File: config.mk
export PLATFORM = sky130hd
export DESIGN_NAME = debounce_fsm
export DESIGN_NICKNAME = d
export VERILOG_FILES = /design/src/rtl/debounce_fsm.sv
export SDC_FILE = /design/constraint.sdc
export NUM_CORES = 1
export LEC_CHECK = 0
export CORE_UTILIZATION = 56
export DETAILED_ROUTE_END_ITERATION = 7
export GPL_ROUTABILITY_DRIVEN = 0
export HOLD_SLACK_MARGIN = 0.05
export MAX_ROUTING_LAYER = met4
export PLACE_DENSITY = 0.81
export SLEW_MARGIN = 20
export SYNTH_ARGS = -nofsm -noshare
export SYNTH_HDL_FRONTEND = slang
export SYNTH_SLANG_ARGS = --single-unit
File: constraint.sdc
create_clock -name clk -period 5.9 [get_ports clk]
set_clock_uncertainty 0.05 [all_clocks]
set_input_delay 0.885 -clock clk [delete_from_list [all_inputs] [get_ports clk]]
set_output_delay 0.885 -clock clk [all_outputs]
set_load 0.05 [all_outputs]
File: src/rtl/debounce_fsm.sv
`default_nettype none
// ----------------------------------------------------------------------------
// debounce_fsm : push-button debouncer that qualifies level changes with
//                Timer ticks and reports press/release strobes and a count.
// Revision 1.0
// ----------------------------------------------------------------------------
module debounce_fsm #(
    parameter int STABLE_TICKS = 2,
    parameter int CNT_W        = 8
) (
    input  logic             clk,
    input  logic             reset,
    input  logic             btn_in,
    input  logic             tick,
    output logic             timer_en,
    output logic             timer_clr,
    output logic             btn_level,
    output logic             press_pulse,
    output logic             release_pulse,
    output logic [CNT_W-1:0] press_count
);

    typedef enum logic [1:0] {
        REL_STABLE   = 2'd0,
        PRESS_WAIT   = 2'd1,
        PRESS_STABLE = 2'd2,
        REL_WAIT     = 2'd3
    } state_t;

    localparam logic [3:0]       LAST_TICK = 4'(STABLE_TICKS - 1);
    localparam logic [CNT_W-1:0] CNT_ONE   = {{(CNT_W-1){1'b0}}, 1'b1};

    state_t           state_q, state_d;
    logic             s1_q, btn_s_q, tick_q;
    logic [3:0]       stable_cnt_q, stable_cnt_d;
    logic             timer_en_q, timer_en_d;
    logic             timer_clr_q, timer_clr_d;
    logic             btn_level_q, btn_level_d;
    logic             press_q, press_d;
    logic             release_q, release_d;
    logic [CNT_W-1:0] count_q, count_d;
    logic             tick_rise;

    // The tick edge is masked while the Timer is being cleared.
    assign tick_rise = tick & ~tick_q & ~timer_clr_q;

    always_ff @(posedge clk) begin
        if (reset) begin
            state_q      <= REL_STABLE;
            s1_q         <= 1'b0;
            btn_s_q      <= 1'b0;
            tick_q       <= 1'b0;
            stable_cnt_q <= 4'd0;
            timer_en_q   <= 1'b0;
            timer_clr_q  <= 1'b0;
            btn_level_q  <= 1'b0;
            press_q      <= 1'b0;
            release_q    <= 1'b0;
            count_q      <= '0;
        end else begin
            state_q      <= state_d;
            s1_q         <= btn_in;
            btn_s_q      <= s1_q;
            tick_q       <= tick;
            stable_cnt_q <= stable_cnt_d;
            timer_en_q   <= timer_en_d;
            timer_clr_q  <= timer_clr_d;
            btn_level_q  <= btn_level_d;
            press_q      <= press_d;
            release_q    <= release_d;
            count_q      <= count_d;
        end
    end

    always_comb begin
        state_d      = state_q;
        stable_cnt_d = stable_cnt_q;
        timer_clr_d  = 1'b0;
        btn_level_d  = btn_level_q;
        press_d      = 1'b0;
        release_d    = 1'b0;
        count_d      = count_q;
        case (state_q)
            REL_STABLE: begin
                if (btn_s_q) begin
                    state_d      = PRESS_WAIT;
                    stable_cnt_d = 4'd0;
                    timer_clr_d  = 1'b1;
                end
            end
            PRESS_WAIT: begin
                // A bounce takes priority over a coincident completing tick.
                if (!btn_s_q) begin
                    state_d     = REL_STABLE;
                    timer_clr_d = 1'b1;
                end else if (tick_rise) begin
                    if (stable_cnt_q == LAST_TICK) begin
                        state_d     = PRESS_STABLE;
                        btn_level_d = 1'b1;
                        press_d     = 1'b1;
                        count_d     = count_q + CNT_ONE;
                    end else begin
                        stable_cnt_d = stable_cnt_q + 4'd1;
                    end
                end
            end
            PRESS_STABLE: begin
                if (!btn_s_q) begin
                    state_d      = REL_WAIT;
                    stable_cnt_d = 4'd0;
                    timer_clr_d  = 1'b1;
                end
            end
            REL_WAIT: begin
                if (btn_s_q) begin
                    state_d     = PRESS_STABLE;
                    timer_clr_d = 1'b1;
                end else if (tick_rise) begin
                    if (stable_cnt_q == LAST_TICK) begin
                        state_d     = REL_STABLE;
                        btn_level_d = 1'b0;
                        release_d   = 1'b1;
                    end else begin
                        stable_cnt_d = stable_cnt_q + 4'd1;
                    end
                end
            end
            default: state_d = REL_STABLE;
        endcase
        timer_en_d = (state_d == PRESS_WAIT) || (state_d == REL_WAIT);
    end

    assign timer_en      = timer_en_q;
    assign timer_clr     = timer_clr_q;
    assign btn_level     = btn_level_q;
    assign press_pulse   = press_q;
    assign release_pulse = release_q;
    assign press_count   = count_q;

endmodule
`default_nettype wire

==> flow_metrics.py, run 1 <==
metrics = {
    "sta": {
        "slew_headroom": 0.415,
        "hold_violations": 0,
        "rsz0062_at_grt": "false",
        "setup_viol": 0,
        "max_slew.worst_pin.slew_ns": 0.869,
        "clock.fmax_mhz": 343,
        "fin_crit_sh": 0.495,
        "tns_ns": 0,
        "maxSlewViolCount": 0,
        "fin_crit_ns": 2.92,
    },
    "worst_setup_path": {
        "cp-start-kind": "input pin",
        "crit_arrival_ns": 3.10,
        "setup.worst_path.end_class": "flop",
        "path_cells": "clkdlybuf4s50_1 -> or3b_1 -> or4_4 -> or4_1 -> a21oi_1",
        "path_max_fanout": 8,
        "slowest_delay_ns": 0.60,
        "crit_slowest_cell": "or4_4",
        "cp.required_ns": 6.08,
        "reg2reg_depth": 5,
        "criticalPathCategory": "input pin to flop",
    },
    "clocking": {
        "numCtsBuffers": 3,
        "hold_buffers": 0,
        "insertion_delay_ns": 0.31,
        "cts_tree": "built",
        "clock-root-buffer": "clkbuf_4",
        "clk_pin_slew_worst_paths_ns": 0.12,
        "post_cts_buffers": 0,
        "clock_path_buffers": 2,
        "cts_resized": 0,
        "htreeDepth": 1,
        "cts_sinks": 21,
    },
    "run": {
        "cap_violations": 0,
    },
    "power": {
        "power.density_nw_per_um2": 258,
        "fin_total_pwr_mw": 0.331,
        "vdd_ir_drop_max_v": 0.000201,
        "p_leak_nw": 0.476,
    },
    "yosys": {
        "synth_nets": 137,
        "synth_warnings": 0,
        "ys_ff_latch": 21,
        "synth_area_um2": 1080,
        "synthCells": 125,
        "syn_avg_cell_area_um2": 8.67,
        "synth_cell_types": 33,
        "yosysSeqAreaShare": 0.388,
    },
    "cells_and_area": {
        "n_fill_cell": 165,
        "syn_to_final_growth_pct": 18.2,
        "antenna_cells": 0,
        "multiInputGateArea_um2": 621,
        "utilization": 0.726,
        "nets": 153,
        "drive_above_1_share": 0.0286,
        "seq_area_um2": 420,
        "layout.cells.non_filler": 165,
    },
    "place": {
        "hpwlAfterDp_um": 1640,
        "dp_cells": 161,
        "io_buffer_count": 16,
    },
    "outcome": {
        "outcome": "finished clean",
    },
    "min_path": {
        "min_path_type": "flop to flop",
        "hold_depth": 1,
    },
    "routing": {
        "post-route-drc-count": 0,
        "vias": 959,
        "via_per_inst": 5.81,
        "initialDrtViolationCount": 22,
        "antenna_left": 0,
        "avgRoutedWirePerCell_um": 13.8,
        "drt_pre_antenna_iters": 4,
        "routed_wl_um": 2280,
    },
    "global_routing": {
        "grt_max_degree": 20,
        "grt_antenna_before_repair": 0,
        "grt_overflow": 0,
        "track_usage": 0.241,
        "grt_pass1_vias": 828,
        "grt_pass1_wl_um": 3580,
    },
    "floorplanning": {
        "ioPinCount": 17,
        "die_w_um": 46.0,
        "rows": 15,
        "initial_core_util": 0.614,
        "die_h_um": 46.0,
        "dieArea_um2": 2110,
        "core-area_um2": 1760,
    },
}
-- where the power goes --
part,switching (mW),leakage [nW],internal [mW]
Sequential,0.00692,0.170,0.150
Combinational,0.0634,0.290,0.0387
Clock,0.0460,0.0150,0.0264
-- sequential cells by signal, indices dropped and copies added (netlist names) --
register       flops
btn_s_q            1
press_pulse        1
btn_level          1
timer_clr          1
tick_q             1
release_pulse      1
s1_q               1
state_q            1
stable_cnt_q       4
timer_en           1
press_count        8
-- through the flow --
stage               setup slack, ns  hold slack (ns)  cell area [um2]
floorplan                      3.28            0.364             1080
global placement               2.76            0.397             1250
detailed placement             2.67            0.389             1250
CTS                            2.98            0.416             1280
global route                   2.86            0.429             1280
finish                         2.98            0.412             1280
-- critical path, delay by kind of cell --
family | cells | cell delay (ns)
compound gates | 1 | 0.17
buf+inv | 1 | 0.48
simple gates | 3 | 1.56
-- cell usage after synthesis --
cell / count / area share
o311a_1: 1 / 0.0092
nor2b_1: 3 / 0.017
dfxtp_1: 21 / 0.39
a21o_1: 1 / 0.0069
xnor2_1: 2 / 0.016
a22oi_1: 1 / 0.0069
nand3_1: 2 / 0.0092
a211oi_1: 2 / 0.014
nor3b_1: 1 / 0.0069
inv_1: 6 / 0.021
buf_1: 1 / 0.0035
xor2_1: 1 / 0.0081
or4_1: 3 / 0.021
nor3_1: 5 / 0.023
o21a_1: 2 / 0.014
o41ai_1: 2 / 0.016
and2_1: 1 / 0.0058
or4_4: 1 / 0.010
or3_1: 5 / 0.029
clkbuf_1: 3 / 0.010
ha_1: 8 / 0.092
mux2i_1: 4 / 0.037
a21boi_0: 1 / 0.0069
buf_2: 1 / 0.0046
o21ai_0: 6 / 0.028
and3_1: 1 / 0.0058
a21oi_1: 7 / 0.032
or3b_1: 2 / 0.016
nand2b_1: 5 / 0.029
nand2_1: 11 / 0.038
nor2_1: 8 / 0.028
o31ai_1: 5 / 0.035
nor4_1: 2 / 0.012
-- cell type report --
| type | instances | share of cell area |
|---|---|---|
| Multi-Input combinational cell | 93 | 0.484 |
| Sequential cell | 21 | 0.328 |
| Timing Repair Buffer | 16 | 0.125 |
| Tap cell | 25 | 0.0244 |
| Clock buffer | 4 | 0.0205 |
| Inverter | 6 | 0.0176 |
-- logic make-up after synthesis --
logic type | after synthesis | synth area share
buffers and inverters | 11 | 0.0393
xor gates and xnor gates | 3 | 0.0243
DFF | 21 | 0.388
and+or+nand+nor | 50 | 0.251
AOI/OAI and AO/OA | 28 | 0.169
muxes | 4 | 0.0370
adders and majority gates | 8 | 0.0924
-- routing by layer --
metal | routed length (um) | GRT usage | up-vias
met5 | 0 | - | -
met4 | 15 | 0.0706 | 0
met2 | 1110 | 0.392 | 35
li1 | - | - | 478
met1 | 1030 | 0.313 | 444
met3 | 129 | 0.0238 | 2
-- worst paths after layout --
check	from	to	slack [ns]
min reg2reg	s1_q	btn_s_q	0.41
min	s1_q	btn_s_q	0.41
max	tick	press_count[6]	2.98
max reg2reg	stable_cnt_q[0]	press_count[6]	3.48
-- layout by cell type (no fill, tap or decap), drive strengths merged --
cell type,Yosys,layout
dfxtp,21,21
o41ai,2,2
a21oi,7,7
nand2,11,11
nand3,2,2
a21o,1,1
ha,8,8
or3b,2,2
o21ai,6,6
a21boi,1,1
clkdlybuf4s50,0,16
nor2,8,8
and2,1,1
mux2i,4,4
nor3b,1,1
nor2b,3,3
nor3,5,5
nand2b,5,5
clkbuf,3,4
or4,4,4
a22oi,1,1
and3,1,1
o21a,2,2
xor2,1,1
inv,6,6
nor4,2,2
a211oi,2,2
xnor2,2,2
or3,5,5
o311a,1,1
o31ai,5,5
Power figures use the tool's default switching activity.
==> run 2, diff against run 1 <==
--- a/config.mk
+++ b/config.mk
@@ -5,12 +5,12 @@
 export SDC_FILE = /design/constraint.sdc
 export NUM_CORES = 1
 export LEC_CHECK = 0
-export CORE_UTILIZATION = 56
+export CORE_UTILIZATION = 47
 export DETAILED_ROUTE_END_ITERATION = 7
 export GPL_ROUTABILITY_DRIVEN = 0
 export HOLD_SLACK_MARGIN = 0.05
 export MAX_ROUTING_LAYER = met4
-export PLACE_DENSITY = 0.81
+export PLACE_DENSITY = 0.72
 export SLEW_MARGIN = 20
 export SYNTH_ARGS = -nofsm -noshare
 export SYNTH_HDL_FRONTEND = slang
==> constraint.sdc (replaced) <==
create_clock -name clk -period 2.38 [get_ports clk]
set_clock_uncertainty 0.05 [all_clocks]
set_input_delay 0.357 -clock clk [delete_from_list [all_inputs] [get_ports clk]]
set_output_delay 0.357 -clock clk [all_outputs]
set_load 0.05 [all_outputs]
==> run 2 against run 1 <==
Against the previous run:
- clock power rose by 140%
- utilization fell by 11 points
- non-clock buffer count is 8 higher
- critical path depth stayed put
- hold slack is essentially flat
- cell count increased by 6.7%
- sequential power is 150% higher
- via count grew 3.0%
- die area up 18%
- first-iteration DRC count down 27%
- critical path type is now flop to flop
- largest power group unchanged
==> flow_metrics.py, run 2 (same netlist as run 1, synthesis figures left out) <==
metrics = {
    "sta": {
        "tns_ns": 0,
        "max_slew.worst_pin.slew_ns": 0.502,
        "hold_violations": 0,
        "rsz0062_at_grt": "false",
        "slew_headroom": 0.664,
        "fin_crit_sh": 0.940,
        "clock.fmax_mhz": 447,
        "maxSlewViolCount": 0,
        "fin_crit_ns": 2.24,
        "setup_viol": 0,
    },
    "clocking": {
        "numCtsBuffers": 3,
        "clock-root-buffer": "clkbuf_4",
        "clock_path_buffers": 2,
        "cts_sinks": 21,
        "post_cts_buffers": 0,
        "hold_buffers": 0,
        "htreeDepth": 1,
        "cts_tree": "built",
        "clk_pin_slew_worst_paths_ns": 0.12,
        "insertion_delay_ns": 0.31,
    },
    "floorplanning": {
        "die_h_um": 50.0,
        "dieArea_um2": 2500,
        "ioPinCount": 17,
        "initial_core_util": 0.495,
        "rows": 17,
        "core-area_um2": 2190,
        "die_w_um": 50.0,
    },
    "cells_and_area": {
        "utilization": 0.615,
        "design_area_um2": 1350,
        "drive_above_1_share": 0.0946,
        "n_fill_cell": 191,
        "antenna_cells": 0,
        "layout_commonest_cell": "dfxtp_1",
        "final_cell_mix": "dfxtp_1, clkdlybuf4s50_1, nand2_1",
        "largest_reg_flops": 8,
        "syn_to_final_growth_pct": 24.4,
        "nets": 161,
    },
    "run": {
        "cap_violations": 0,
    },
    "routing": {
        "initialDrtViolationCount": 16,
        "vias": 988,
        "avgRoutedWirePerCell_um": 13.0,
        "met2_length_um": 1120,
        "post-route-drc-count": 0,
        "top_layer_used": "met4",
        "wl_met1_um": 1060,
        "dr_wl_met3_um": 83,
        "via_per_inst": 5.61,
        "antenna_left": 0,
        "drt_pre_antenna_iters": 4,
        "routed_wl_um": 2290,
    },
    "global_routing": {
        "grt_overflow": 0,
        "track_usage": 0.209,
        "grt_antenna_before_repair": 0,
        "grt_pass1_vias": 933,
        "grt_max_degree": 19,
        "grt_pass1_wl_um": 3910,
    },
    "place": {
        "hpwlAfterDp_um": 1660,
        "place_area_um2": 1320,
        "io_buffer_count": 16,
    },
    "power": {
        "p_clk_frac": 0.212,
        "p_leak_nw": 0.516,
        "comb_power_share": 0.321,
        "power_frac_seq": 0.467,
        "vdd_ir_drop_max_v": 0.000390,
        "intPower_mw": 0.541,
        "power.density_nw_per_um2": 618,
        "power.share.switching": 0.351,
        "switchingPower_mw": 0.292,
    },
    "worst_setup_path": {
        "crit_arrival_ns": 2.43,
        "cp.required_ns": 2.58,
        "cp-start-kind": "flop",
        "setup.worst_path.end_class": "flop",
        "criticalPathCategory": "flop to flop",
        "path_max_fanout": 5,
    },
    "outcome": {
        "outcome": "finished clean",
    },
    "min_path": {
        "min_path_type": "flop to flop",
    },
}
[run 2: cell types whose count changed in the layout (fill, tap and decap cells not counted), sizes merged]
cell,change
buf,+8
clkbuf,-1
clkinv,+1
[run 2: what timing repair did]
item / CTS / global route
endpoints found under the setup margin: 0 / 2
gates resized for setup: 0 / 1
hold endpoints to repair: 0 / 0
[run 2: path summary, 6_finish.rpt]
path	end	from	slack, ns	depth (start not counted)
worst max register to register	press_count[6]	stable_cnt_q[0]	0.14	5
worst min-delay path	btn_s_q	s1_q	0.41	1
worst min register to register	btn_s_q	s1_q	0.41	1
worst max-delay path	press_count[6]	stable_cnt_q[0]	0.14	5
[run 2: layout make-up]
type | count | area (um2) | share of cell area
multi-input combinational | 93 | 621 | 0.461
sequential | 21 | 422 | 0.313
timing repair buffer | 24 | 220 | 0.163
tap | 28 | 35.0 | 0.0260
clock buffer | 3 | 22.5 | 0.0167
inverter | 6 | 22.5 | 0.0167
clock inverter | 1 | 5.00 | 0.00371
[run 2: worst max-delay path: stages (launching register included)]
cell	delay, ns
dfxtp_2	0.38
ha_1	0.16
or3b_1	0.40
or4_4	0.55
or4_1	0.48
a21oi_1	0.16
[run 2: power groups by stage]
stage	clock network [mW]	registers (mW)	logic, mW
6_report	0.176	0.389	0.268
5_1_grt	0.193	0.391	0.288
4_1_cts	0.181	0.388	0.266
3_5_place_dp	0	0.395	0.263
3_3_place_gp	0	0.394	0.253
2_1_floorplan	0	0.421	0.165
[run 2: layer usage]
layer  vias to the layer above  global-route usage
met5                         -                   -
met4                         0               0.100
met3                         5              0.0525
met2                        24               0.333
met1                       466               0.243
li1                        493                   -
[run 2: stage by stage]
stage / setup slack (ns) / hold slack [ns] / std cells / power, mW
after CTS: 0.0819 / 0.412 / 176 / 0.836
after global placement: -0.0683 / 0.370 / 172 / 0.647
after detailed placement: -0.114 / 0.397 / 172 / 0.658
final: 0.144 / 0.412 / 176 / 0.833
after floorplan: 0.100 / 0.364 / 125 / 0.587
after global routing: 0.0567 / 0.422 / 176 / 0.872
